### config.mk
export PLATFORM = sky130hd
export DESIGN_NAME = hazard_forward_ctrl_flat
export DESIGN_NICKNAME = d
export VERILOG_FILES = /design/src/rtl/hazard_forward_ctrl_if.sv /design/src/rtl/hazard_forward_ctrl.sv /design/src/flat_wrapper.sv
export SDC_FILE = /design/constraint.sdc
export NUM_CORES = 1
export LEC_CHECK = 0
export CORE_ASPECT_RATIO = 1.1
export CORE_MARGIN = 8
export CORE_UTILIZATION = 45
export CTS_CLUSTER_DIAMETER = 100
export CTS_CLUSTER_SIZE = 16
export DETAILED_ROUTE_END_ITERATION = 16
export PLACE_DENSITY = 0.8
export SETUP_SLACK_MARGIN = 0.4
export SLEW_MARGIN = 20
export SYNTH_ARGS = -nofsm -noshare
export SYNTH_HDL_FRONTEND = slang
export SYNTH_SLANG_ARGS = --single-unit
### constraint.sdc
create_clock -name clock -period 2.7 [get_ports clock]
set_input_delay 0.81 -clock clock [delete_from_list [all_inputs] [get_ports clock]]
set_output_delay 0.81 -clock clock [all_outputs]
set_load 0.01 [all_outputs]
### src/rtl/hazard_forward_ctrl_if.sv
// Pipeline-hazard bundle between the ID/EX, EX/MEM, MEM/WB registers and the hazard unit.
// Latency: none, wires only.
// Backpressure: carried in-band through pc_write/ifid_write/idex_bubble.
interface hazard_forward_ctrl_if #(
    parameter int RA_W  = 5,
    parameter int CNT_W = 16
);
    logic            flush;
    logic [RA_W-1:0] id_rs;
    logic [RA_W-1:0] id_rt;
    logic            id_uses_rt;
    logic [RA_W-1:0] idex_rs;
    logic [RA_W-1:0] idex_rt;
    logic            idex_uses_rt;
    logic [RA_W-1:0] idex_rd;
    logic            idex_memread;
    logic [RA_W-1:0] exmem_rd;
    logic            exmem_regwrite;
    logic [RA_W-1:0] memwb_rd;
    logic            memwb_regwrite;
    logic [1:0]      fwd_a;
    logic [1:0]      fwd_b;
    logic            pc_write;
    logic            ifid_write;
    logic            idex_bubble;
    logic            stall_active;
    logic [CNT_W-1:0] fwd_count;
    logic [CNT_W-1:0] stall_count;

    // Pipeline side: supplies register tags, consumes mux selects and write enables.
    modport master (
        output flush, id_rs, id_rt, id_uses_rt, idex_rs, idex_rt, idex_uses_rt,
               idex_rd, idex_memread, exmem_rd, exmem_regwrite, memwb_rd, memwb_regwrite,
        input  fwd_a, fwd_b, pc_write, ifid_write, idex_bubble, stall_active,
               fwd_count, stall_count
    );

    // Hazard unit side.
    modport slave (
        input  flush, id_rs, id_rt, id_uses_rt, idex_rs, idex_rt, idex_uses_rt,
               idex_rd, idex_memread, exmem_rd, exmem_regwrite, memwb_rd, memwb_regwrite,
        output fwd_a, fwd_b, pc_write, ifid_write, idex_bubble, stall_active,
               fwd_count, stall_count
    );
endinterface

### src/rtl/hazard_forward_ctrl.sv
// EX-stage operand forwarding plus load-use stall FSM with saturating activity counters.
// Latency: forwarding and stall outputs are combinational; counters update one cycle later.
// Backpressure: a load-use hazard holds PC and IF/ID and bubbles ID/EX for LOAD_LAT cycles.
module hazard_forward_ctrl #(
    parameter int RA_W     = 5,
    parameter int LOAD_LAT = 1,   // legal 1..7, fits the 3-bit window counter
    parameter int CNT_W    = 16
) (
    input  logic                  clock,
    input  logic                  reset,
    hazard_forward_ctrl_if.slave  hz
);
    typedef enum logic {IDLE, STALL} state_t;

    localparam logic [2:0] LAT_M1 = 3'(LOAD_LAT - 1);

    state_t           state, state_nxt;
    logic [2:0]       cnt, cnt_nxt;
    logic             ex_a, mem_a, ex_b, mem_b;
    logic             lu;
    logic             stall;
    logic [1:0]       fwd_a_dat, fwd_b_dat;
    logic [CNT_W-1:0] fwd_cnt, stall_cnt;

    // Forward select: youngest producer (EX/MEM) wins; r0 never forwards; rt only if read.
    always_comb begin
        ex_a  = hz.exmem_regwrite && (hz.exmem_rd != '0) && (hz.exmem_rd == hz.idex_rs);
        mem_a = hz.memwb_regwrite && (hz.memwb_rd != '0) && (hz.memwb_rd == hz.idex_rs);
        ex_b  = hz.idex_uses_rt && hz.exmem_regwrite && (hz.exmem_rd != '0)
                && (hz.exmem_rd == hz.idex_rt);
        mem_b = hz.idex_uses_rt && hz.memwb_regwrite && (hz.memwb_rd != '0)
                && (hz.memwb_rd == hz.idex_rt);
        fwd_a_dat = ex_a ? 2'b10 : (mem_a ? 2'b01 : 2'b00);
        fwd_b_dat = ex_b ? 2'b10 : (mem_b ? 2'b01 : 2'b00);
    end

    // Load in ID/EX whose destination is a source of the instruction in IF/ID.
    always_comb begin
        lu = hz.idex_memread && (hz.idex_rd != '0)
             && ((hz.idex_rd == hz.id_rs) || (hz.id_uses_rt && (hz.idex_rd == hz.id_rt)));
    end

    // Stall window sequencing: first cycle served from IDLE, remaining LOAD_LAT-1 in STALL.
    always_comb begin
        state_nxt = state;
        cnt_nxt   = cnt;
        stall     = 1'b0;
        if (hz.flush) begin
            state_nxt = IDLE;
            cnt_nxt   = 3'd0;
        end else begin
            case (state)
                IDLE: begin
                    if (lu) begin
                        stall = 1'b1;
                        if (LOAD_LAT > 1) begin
                            state_nxt = STALL;
                            cnt_nxt   = LAT_M1;
                        end
                    end
                end
                STALL: begin
                    stall = 1'b1;
                    if (cnt == 3'd1) begin
                        state_nxt = IDLE;
                        cnt_nxt   = 3'd0;
                    end else begin
                        cnt_nxt = cnt - 3'd1;
                    end
                end
                default: begin
                    state_nxt = IDLE;
                    cnt_nxt   = 3'd0;
                end
            endcase
        end
    end

    // FSM state register.
    always_ff @(posedge clock) begin
        if (reset) begin
            state <= IDLE;
            cnt   <= 3'd0;
        end else begin
            state <= state_nxt;
            cnt   <= cnt_nxt;
        end
    end

    // Saturating activity counters, cleared only by reset.
    always_ff @(posedge clock) begin
        if (reset) begin
            fwd_cnt   <= '0;
            stall_cnt <= '0;
        end else begin
            if (((fwd_a_dat != 2'b00) || (fwd_b_dat != 2'b00)) && (fwd_cnt != '1))
                fwd_cnt <= fwd_cnt + CNT_W'(1);
            if (stall && (stall_cnt != '1))
                stall_cnt <= stall_cnt + CNT_W'(1);
        end
    end

    assign hz.fwd_a        = fwd_a_dat;
    assign hz.fwd_b        = fwd_b_dat;
    assign hz.pc_write     = !stall;
    assign hz.ifid_write   = !stall;
    assign hz.idex_bubble  = stall;
    assign hz.stall_active = (state == STALL);
    assign hz.fwd_count    = fwd_cnt;
    assign hz.stall_count  = stall_cnt;
endmodule

### src/flat_wrapper.sv
// flat-port wrapper written by rule: the top's interface ports become plain ports
module hazard_forward_ctrl_flat 
#(
    parameter int RA_W     = 5,
    parameter int LOAD_LAT = 1,                                               
    parameter int CNT_W    = 16
)
  (clock, reset, hz_flush, hz_id_rs, hz_id_rt, hz_id_uses_rt, hz_idex_rs, hz_idex_rt, hz_idex_uses_rt, hz_idex_rd, hz_idex_memread, hz_exmem_rd, hz_exmem_regwrite, hz_memwb_rd, hz_memwb_regwrite, hz_fwd_a, hz_fwd_b, hz_pc_write, hz_ifid_write, hz_idex_bubble, hz_stall_active, hz_fwd_count, hz_stall_count);
  hazard_forward_ctrl_if #(.RA_W(RA_W), .CNT_W(CNT_W)) hz_i ();
  input  logic clock;
  input  logic reset;
  input wire logic [$bits(hz_i.flush)-1:0] hz_flush;
  input wire logic [$bits(hz_i.id_rs)-1:0] hz_id_rs;
  input wire logic [$bits(hz_i.id_rt)-1:0] hz_id_rt;
  input wire logic [$bits(hz_i.id_uses_rt)-1:0] hz_id_uses_rt;
  input wire logic [$bits(hz_i.idex_rs)-1:0] hz_idex_rs;
  input wire logic [$bits(hz_i.idex_rt)-1:0] hz_idex_rt;
  input wire logic [$bits(hz_i.idex_uses_rt)-1:0] hz_idex_uses_rt;
  input wire logic [$bits(hz_i.idex_rd)-1:0] hz_idex_rd;
  input wire logic [$bits(hz_i.idex_memread)-1:0] hz_idex_memread;
  input wire logic [$bits(hz_i.exmem_rd)-1:0] hz_exmem_rd;
  input wire logic [$bits(hz_i.exmem_regwrite)-1:0] hz_exmem_regwrite;
  input wire logic [$bits(hz_i.memwb_rd)-1:0] hz_memwb_rd;
  input wire logic [$bits(hz_i.memwb_regwrite)-1:0] hz_memwb_regwrite;
  output wire logic [$bits(hz_i.fwd_a)-1:0] hz_fwd_a;
  output wire logic [$bits(hz_i.fwd_b)-1:0] hz_fwd_b;
  output wire logic [$bits(hz_i.pc_write)-1:0] hz_pc_write;
  output wire logic [$bits(hz_i.ifid_write)-1:0] hz_ifid_write;
  output wire logic [$bits(hz_i.idex_bubble)-1:0] hz_idex_bubble;
  output wire logic [$bits(hz_i.stall_active)-1:0] hz_stall_active;
  output wire logic [$bits(hz_i.fwd_count)-1:0] hz_fwd_count;
  output wire logic [$bits(hz_i.stall_count)-1:0] hz_stall_count;
  assign hz_i.flush = hz_flush;
  assign hz_i.id_rs = hz_id_rs;
  assign hz_i.id_rt = hz_id_rt;
  assign hz_i.id_uses_rt = hz_id_uses_rt;
  assign hz_i.idex_rs = hz_idex_rs;
  assign hz_i.idex_rt = hz_idex_rt;
  assign hz_i.idex_uses_rt = hz_idex_uses_rt;
  assign hz_i.idex_rd = hz_idex_rd;
  assign hz_i.idex_memread = hz_idex_memread;
  assign hz_i.exmem_rd = hz_exmem_rd;
  assign hz_i.exmem_regwrite = hz_exmem_regwrite;
  assign hz_i.memwb_rd = hz_memwb_rd;
  assign hz_i.memwb_regwrite = hz_memwb_regwrite;
  assign hz_fwd_a = hz_i.fwd_a;
  assign hz_fwd_b = hz_i.fwd_b;
  assign hz_pc_write = hz_i.pc_write;
  assign hz_ifid_write = hz_i.ifid_write;
  assign hz_idex_bubble = hz_i.idex_bubble;
  assign hz_stall_active = hz_i.stall_active;
  assign hz_fwd_count = hz_i.fwd_count;
  assign hz_stall_count = hz_i.stall_count;
  hazard_forward_ctrl #(.RA_W(RA_W), .LOAD_LAT(LOAD_LAT), .CNT_W(CNT_W)) u_core (.clock(clock), .reset(reset), .hz(hz_i));
endmodule
==> results of run 1 <==
-- registers in the layout, indices dropped and copies added, names as in the netlist --
| signal | cells |
|---|---|
| u_core.cnt | 3 |
| u_core.hz.fwd_count | 16 |
| u_core.hz.stall_active | 1 |
| u_core.hz.stall_count | 16 |
-- metrics by stage --
step	area, um2	utilization (%)
finish	4512	89.63
detailed placement	3507	69.67
global placement	3507	69.67
floorplan	2434	-
CTS	4054	80.54
global route	4512	89.63
-- power groups by stage --
stage	combinational [mW]	clock [mW]	sequential (mW)
2_1_floorplan	0.0871	0	0.546
3_3_place_gp	0.204	0	0.546
3_5_place_dp	0.208	0	0.546
4_1_cts	0.247	0.393	0.533
5_1_grt	0.306	0.418	0.534
6_report	0.292	0.396	0.533
-- cells by family (layout without fill, tap and decap cells) --
family,count (synthesis),count (layout)
AND/OR/NAND/NOR,117,117
AO/OA/AOI/OAI,60,60
flip-flops,36,36
XOR/XNOR,31,31
buffers and inverters,22,171
multiplexers,7,7
adder cells (fa/ha/maj),4,4
-- what timing repair did --
action	CTS	global route
pin swaps	74	51
buffers inserted	21	14
hold buffers	0	0
gates cloned	3	1
endpoints found under the setup margin	39	40
gates resized for setup	221	84
-- metal layers --
layer,vias up,share of wire [%],track usage [%]
li1,1336,-,-
met1,1474,35,22.32
met2,216,52,40.03
met3,51,7.8,6.512
met4,0,4.9,9.658
met5,-,0,0
-- final cells by class --
cell class | count | area [um2] | share of cell area, %
multi-input cells | 219 | 2039 | 45.20
inverters | 7 | 26.28 | 0.5824
clock buffers | 5 | 68.82 | 1.525
well taps | 58 | 72.57 | 1.608
flip-flops and latches | 36 | 721.9 | 16.00
clock inverters | 3 | 18.77 | 0.4160
repair buffers | 156 | 1564 | 34.66
-- cell usage in the layout (no fill, tap or decap), drive strengths merged, types with 9 or more instances in the layout --
cell type,netlist,routed
clkdlybuf4s50,0,34
clkbuf,6,11
a21oi,25,25
o21ai,13,13
xnor2,26,26
nand2,13,13
buf,9,103
nor2,10,10
nor3,9,9
nand3,21,21
o31ai,13,13
or3,10,10
or4,17,17
dfxtp,36,36
-- critical path, delay by kind of cell --
kind | cells | cell delay (ns)
AOI/OAI and AO/OA | 1 | 0.17
buffers and inverters | 3 | 0.35
and+or+nand+nor | 3 | 0.72
-- Yosys cell counts, drive strengths merged (2+ instances only) --
cell type and count:
or3 10, mux2 6, or4 17, clkbuf 6, a21oi 25, buf 9
o21ai 13, nor2 10, o31ai 13, nand2 13, ha 4, o41ai 2
nor3 9, xor2 5, nor4 6, inv 7, nor3b 2, nand4 8
dfxtp 36, nor2b 8, xnor2 26, nand3 21, and3 8
-- how the worst min path moves through the flow --
stage | startpoint | end | slack, ns | cells after the start
global route | u_core.hz.fwd_count[15]$_SDFFE_PP0P_ | u_core.hz.fwd_count[15]$_SDFFE_PP0P_ | 0.54 | 2
detailed placement | u_core.cnt[1]$_SDFFE_PP0P_ | u_core.cnt[1]$_SDFFE_PP0P_ | 0.48 | 2
finish | u_core.hz.stall_count[12]$_SDFFE_PP0P_ | u_core.hz.stall_count[12]$_SDFFE_PP0P_ | 0.51 | 2
CTS | u_core.cnt[1]$_SDFFE_PP0P_ | u_core.cnt[1]$_SDFFE_PP0P_ | 0.50 | 2
floorplan | u_core.cnt[1]$_SDFFE_PP0P_ | u_core.cnt[1]$_SDFFE_PP0P_ | 0.46 | 2
global placement | u_core.cnt[1]$_SDFFE_PP0P_ | u_core.cnt[1]$_SDFFE_PP0P_ | 0.47 | 2
==> qor.txt, run 1 <==
post-route ant nets - 0
ys flop type - dfxtp_1
Compound-Gate Fraction of Synth Area - 16.19%
Non-Filler Instances - 484
Final TNS setup - -1.372 ns
synth warn - 0
P per Cell Area - 270.8 mW/mm2
Worst path max stage delay - 0.54 ns
Max Clk Rate - 350.6 MHz
die width - 85.01 um
Post-synth EDFFs - 0
Reg power frac - 43.7%
root buffer cell - clkbuf_8
Pins Over Slew Limit - 0
worst hold path class - reg -> reg
Comb pwr share - 23.9%
Fin. Hold Viols - 0
Clock Sinks - 36
register bit total from synthesis - 36
diodes inserted - 0
nets - 472
later-pin clock latency in the skew report - 0.31 ns
Routed WL - 11,260 um
GP Congestion - 0.8178
violated checks - setup timing
critical path fanouts, max - 2
Vias - 3,077
worst-case vdd ir drop - 0.0002206 V
Clk pwr share - 32.4%
worst r2r src - u_core.hz.stall_count[0]$_SDFFE_PP0P_
Int Pwr - 0.8751 mW
crit path launch - hz_memwb_rd[2]
reg2reg path depth - 9
Hold Slack - 0.5105 ns
multiplexer area fraction after synthesis - 3.609%
RSZ-0062 raised after global routing - true
CTS Buf Count - 5
period utilization - 105.6%
async set-or-reset flop fraction in the synthesized netlist - 0%
crit-path most repeated cell - buf_6
I/O Pins - 83
initial antenna violation count - 0
Die H - 91.91 um
Unique masters post-synth - 49
min Tclk post-route - 2.852 ns
CP Launch Type - input pin
Max Cap Viol - 0
HPWL Detailed - 5336 um
1st-iter DRT viols - 285
CP endpoint kind - primary output
detailed-router iteration count before antenna repair - 5
Area Growth Syn to Fin - 91.40%
RR Endpoint - u_core.hz.stall_count[5]$_SDFFE_PP0P_
Design Power - 1.222 mW
Post-Synth Simple-Gate Area - 30.89%
Remaining DRCs - 0
largest family of logic cells by synthesized area - simple AND/OR/NAND/NOR gates
sw power - 0.3466 mW
pre-CTS WS - -0.8601 ns
post-synthesis sequential area ratio - 30.57%
Setup Viol. Count Final - 18
CP Cell Sequence - buf_6, or4_4, o21ai_4, buf_6, nor4_4, nor2b_4, buf_6
Mapped Avg Cell Area - 8.510 um2
vias in the first global route - 2,942
Vias/cell - 6.357
Synth Area in Adders - 2.123%
Crit Path Category - in -> out
ratio of cells with drive above 1 in the final layout - 48.83%
largest net degree at the start of global routing - 19
core area - 0.005034 mm2
Mapped Cells - 277
first-pass GRT wire length - 13,970 um
GR Overflow Total - 0
TritonCTS clock tree - done
htree depth - 2
input/output buffers - 82
Net Sw Frac - 28.37%
post-synth top area share - 30.57%
outcome - complete, but fails checks
Initial Util - 46.83%
most area-consuming cells after synthesis - dfxtp_1 (31%), xnor2_1 (9.7%), a21oi_1 (5.1%), or4_1 (5.1%), nand3_1 (4.5%)
Arrival @ worst endpoint - 2.04 ns
die area - 0.007813 mm2
Clock Skew - 0.009619 ns
Worst Setup EP - hz_fwd_a[0]
R2R setup slack - 0.14 ns
post-synthesis xor/xnor area fraction - 11.52%
Static Leakage - 1.706 nW
Worst-Margin Slew - 0.7965 ns
Syn Nets - 324
GRT Total Usage - 21.85%
Max-slew headroom - 46.74%
setup ws final - -0.1519 ns
dominant cell type by area after synthesis - dfxtp_1
placed insts - 437
clk slew on worst S/H paths - 0.08 ns
Post-Syn Area - 0.002357 mm2
# rows - 27
CP max-delay cell - or4_4
worst-case clock buffer depth - 2
wire length per cell - 23.26 um
fillcell total - 198
Crit path required time - 1.89 ns
(Power assumes the default switching activity.)
==> run 2, diff against run 1 <==
--- a/config.mk
+++ b/config.mk
@@ -5,7 +5,7 @@
 export SDC_FILE = /design/constraint.sdc
 export NUM_CORES = 1
 export LEC_CHECK = 0
-export CORE_ASPECT_RATIO = 1.1
+export CORE_ASPECT_RATIO = 1.2
 export CORE_MARGIN = 8
 export CORE_UTILIZATION = 45
 export CTS_CLUSTER_DIAMETER = 100
==> qor.txt, run 2 (synthesized netlist as in run 1, its figures left out) <==
outcome - complete, but fails checks
violated checks - setup timing
worst hold path class - reg -> reg
RSZ-0062 raised after global routing - true
met1 Resource Use GR - 23.41%
CP endpoint kind - primary output
diodes inserted - 0
CP max-delay cell - or4_4
CP Cell Sequence - buf_6, or4_4, o21ai_4, buf_6, nor4_4, buf_4, nor2b_4, buf_6
Fin. Hold Viols - 0
CTS Buf Count - 5
GR Overflow Total - 0
Routed WL - 9471 um
Pins Over Slew Limit - 0
vias in the first global route - 2,818
Crit path required time - 1.89 ns
Setup Viol. Count Final - 23
Comb pwr share - 20.1%
Initial Util - 45.43%
input/output buffers - 82
largest net degree at the start of global routing - 18
Max-slew headroom - 58.65%
most frequent cells in the layout - buf_4 (39), buf_6 (36), clkdlybuf4s50_1 (36)
I/O Pins - 83
die width - 82.07 um
Hold Slack - 0.5065 ns
first-pass GRT wire length - 13,380 um
placed insts - 446
Max Clk Rate - 339.6 MHz
commonest non-fill, non-tap cell in the layout - buf_4
worst-case vdd ir drop - 0.0002178 V
Remaining DRCs - 0
Area Growth Syn to Fin - 83.65%
Arrival @ worst endpoint - 2.13 ns
Worst-Margin Slew - 0.6183 ns
Crit Path Category - in -> out
Global Route met3 Usage - 6.226%
Post-DP Area - 0.003537 mm2
Post-Layout Inst Area - 0.004329 mm2
Vias/cell - 5.961
worst-case clock buffer depth - 2
Die H - 95.29 um
later-pin clock latency in the skew report - 0.30 ns
# rows - 29
post-route ant nets - 0
ratio of cells with drive above 1 in the final layout - 45.02%
htree depth - 2
GRT Max-Usage Layer - met2
Static Leakage - 1.626 nW
Max Cap Viol - 0
Clock Skew - 0.01052 ns
Clock Sinks - 36
min Tclk post-route - 2.944 ns
setup ws final - -0.2442 ns
nets - 468
Final TNS setup - -2.591 ns
Clk pwr share - 40.4%
P per Cell Area - 311.5 mW/mm2
1st-iter DRT viols - 197
critical path fanouts, max - 2
sw power - 0.3392 mW
CP Launch Type - input pin
Vias - 2,885
TritonCTS clock tree - done
detailed-router iteration count before antenna repair - 4
die area - 0.007820 mm2
GRT Total Usage - 21.30%
core area - 0.005189 mm2
GP Congestion - 0.7939
Int Pwr - 1.009 mW
initial antenna violation count - 0
Net Sw Frac - 25.15%
crit-path most repeated cell - buf_6
Design Power - 1.349 mW
clk slew on worst S/H paths - 0.08 ns
wire length per cell - 19.57 um
period utilization - 109.0%
met2 Use GR - 37.18%
Worst path max stage delay - 0.54 ns
Reg power frac - 39.5%
root buffer cell - clkbuf_8
Non-Filler Instances - 484
HPWL Detailed - 5366 um
-- run 2: changes by cell type in the layout (fill, tap and decap cells not counted), sizes merged --
cell           before  now
buf               103  100
bufinv              0    1
clkbuf             11    7
clkdlybuf4s15       4    6
clkdlybuf4s50      34   36
clkinv              3    0
dlygate4sd2         8   10
dlymetal6s2s        1    0
-- run 2: critical path: cells and delay by family --
family                 cells  cell delay [ns]
buffers and inverters      4             0.47
and+or+nand+nor            3             0.69
AOI/OAI and AO/OA          1             0.16
-- run 2: routing by layer --
layer / up-vias / wire (um)
met5: - / 0
met4: 0 / 303
met3: 35 / 816
met2: 167 / 4998
met1: 1362 / 3352
li1: 1321 / -
-- run 2: path summary, 6_finish.rpt --
path | from | to | slack (ns) | cells past startpoint
max reg2reg | u_core.hz.fwd_count[0]$_SDFFE_PP0P_ | u_core.hz.fwd_count[15]$_SDFFE_PP0P_ | 0.24 | 8
min reg2reg | u_core.cnt[1]$_SDFFE_PP0P_ | u_core.cnt[1]$_SDFFE_PP0P_ | 0.51 | 2
max | hz_exmem_rd[1] | hz_fwd_a[0] | -0.24 | 8
min | u_core.cnt[1]$_SDFFE_PP0P_ | u_core.cnt[1]$_SDFFE_PP0P_ | 0.51 | 2
-- run 2: stage by stage --
stage	utilization, %	setup WS [ns]
finish	83.43	-0.2442
global route	83.43	-0.2796
CTS	77.74	-0.2350
detailed placement	68.17	-0.8896
global placement	68.17	-0.8284
floorplan	-	0.06122
-- run 2: power groups by stage --
stage	combinational (mW)	clock [mW]	sequential, mW
floorplan	0.0871	0	0.546
global placement	0.206	0	0.545
detailed placement	0.211	0	0.546
CTS	0.243	0.535	0.533
global route	0.286	0.565	0.534
finish	0.271	0.545	0.533
-- run 2: area by class of cell --
cell class              instances  area [um2]
fillers                       282       859.6
repair buffers                152        1428
clock inverters                 1       30.03
flip-flops and latches         36       721.9
clock buffers                   7       96.34
inverters                       7       28.78
well taps                      62       77.57
multi-input cells             219        1947
-- run 2: what timing repair did --
item,CTS,global route
pin swaps,69,32
gates cloned,3,0
hold buffers,0,0
endpoints found under the setup margin,39,39
buffers inserted,20,7
resized for setup,203,53
==> run 3, diff against run 2 <==
==> constraint.sdc (replaced) <==
create_clock -name clock -period 3.2 [get_ports clock]
set_input_delay 0.96 -clock clock [delete_from_list [all_inputs] [get_ports clock]]
set_output_delay 0.96 -clock clock [all_outputs]
set_load 0.01 [all_outputs]
==> qor.txt, run 3 (synthesized netlist as in run 1, its figures left out) <==
Worst-Margin Slew - 0.7846 ns
Min-Delay Startpoint - u_core.cnt[1]$_SDFFE_PP0P_
Fin. Hold Viols - 0
worst hold path class - reg -> reg
Clock Sinks - 36
reg2reg path depth - 8
Final TNS setup - 0 ns
Arrival @ worst endpoint - 2.18 ns
worst-case vdd ir drop - 0.0002127 V
Setup Viol. Count Final - 0
min Tclk post-route - 3.142 ns
Max Clk Rate - 318.3 MHz
worst r2r src - u_core.hz.stall_count[0]$_SDFFE_PP0P_
CP endpoint kind - primary output
Crit path required time - 2.24 ns
most frequent cells in the layout - dfxtp_1 (36), clkdlybuf4s50_1 (35), buf_4 (33)
initial antenna violation count - 0
ratio of cells with drive above 1 in the final layout - 37.38%
Area Growth Syn to Fin - 69.85%
Die H - 95.29 um
RSZ-0062 raised after global routing - true
CTS Buf Count - 5
htree depth - 2
worst-case clock buffer depth - 2
root buffer cell - clkbuf_8
die area - 0.007820 mm2
GR Overflow Total - 0
Remaining DRCs - 0
wire length per cell - 17.29 um
TritonCTS clock tree - done
Static Leakage - 1.488 nW
Design Power - 1.061 mW
HPWL Detailed - 5301 um
CP Launch Type - input pin
nets - 450
Max Cap Viol - 0
Vias/cell - 5.758
Hold Slack - 0.4879 ns
core area - 0.005189 mm2
detailed-router iteration count before antenna repair - 4
Routed WL - 8055 um
outcome - finished clean
first-pass GRT wire length - 11,650 um
GP Congestion - 0.7924
Crit Path Category - in -> out
post-route ant nets - 0
RR Endpoint - u_core.hz.stall_count[5]$_SDFFE_PP0P_
Initial Util - 45.43%
1st-iter DRT viols - 130
# rows - 29
period utilization - 98.18%
Vias - 2,683
R2R setup slack - 0.87 ns
die width - 82.07 um
Hold-fix buffers, CTS - 0
vias in the first global route - 2,566
Pins Over Slew Limit - 0
I/O Pins - 83
Max-slew headroom - 47.53%
later-pin clock latency in the skew report - 0.30 ns
P per Cell Area - 265.1 mW/mm2
commonest non-fill, non-tap cell in the layout - dfxtp_1
largest net degree at the start of global routing - 29
GRT Total Usage - 18.68%
diodes inserted - 0
Worst Hold Path EP - u_core.cnt[1]$_SDFFE_PP0P_
critical path fanouts, max - 3
WHS Path Cells - 2
clk slew on worst S/H paths - 0.07 ns
Clock Skew - 0.009670 ns
input/output buffers - 82
## run 3: cell types whose count changed in the layout (fill, tap and decap cells not counted), moves of 3 or more
cell / delta
dlymetal6s2s_1: +4
dlygate4sd2_1: -3
a21oi_2: -3
clkbuf_2: +10
buf_2: -12
or3_1: +3
a21oi_1: +5
buf_4: -6
or3_4: -3
o31ai_1: +3
mux2_4: -3
buf_6: -10
## run 3: how the worst max path moves through the flow
stage | start | to
2_1_floorplan | hz_idex_rd[0] | hz_pc_write
3_3_place_gp | hz_exmem_rd[1] | hz_fwd_a[0]
3_5_place_dp | hz_idex_rd[3] | hz_pc_write
4_1_cts | hz_exmem_rd[2] | hz_fwd_a[0]
5_1_grt | hz_memwb_rd[4] | hz_fwd_a[0]
6_report | hz_memwb_rd[4] | hz_fwd_a[0]
## run 3: routing by layer
metal	vias up	routed length (um)	GRT usage [%]
met5	-	0	0
met4	0	107	7.185
met3	9	672	4.434
met2	115	4211	34.61
met1	1275	3063	19.57
li1	1284	-	-
## run 3: cell type report
cell class / count / area (um2)
Clock inverter: 2 / 35.03
Fill cell: 342 / 1185
Clock buffer: 6 / 72.57
Tap cell: 62 / 77.57
Inverter: 7 / 28.78
Timing Repair Buffer: 134 / 1266
Multi-Input combinational cell: 219 / 1803
Sequential cell: 36 / 720.7
## run 3: repair_timing
item / 4_1_cts / 5_1_grt
pin swaps: 28 / 50
setup endpoints to repair: 34 / 29
gates resized for setup: 129 / 83
buffers inserted: 6 / 9
gates cloned: 2 / 1
## run 3: worst max-delay path, stage by stage
cell and delay (ns):
buf_8 0.10, or4_4 0.55, o21ai_4 0.16, buf_6 0.12
nor4_4 0.03, nor2b_4 0.13, buf_6 0.12
## run 3: where the power goes
group	leakage (nW)	switching, mW	internal (mW)
logic	1.14	0.0912	0.122
registers	0.290	0.00185	0.449
clock network	0.0552	0.166	0.231
total	1.49	0.259	0.802
## run 3: per-stage QoR
step	util [%]	setup slack, ns	cell area [um2]	instances
floorplan	-	0.2606	2407	277
global placement	67.23	-0.6161	3488	440
detailed placement	67.23	-0.6467	3488	440
CTS	71.93	0.06062	3732	456
global route	77.16	0.01860	4004	466
finish	77.16	0.05809	4004	466
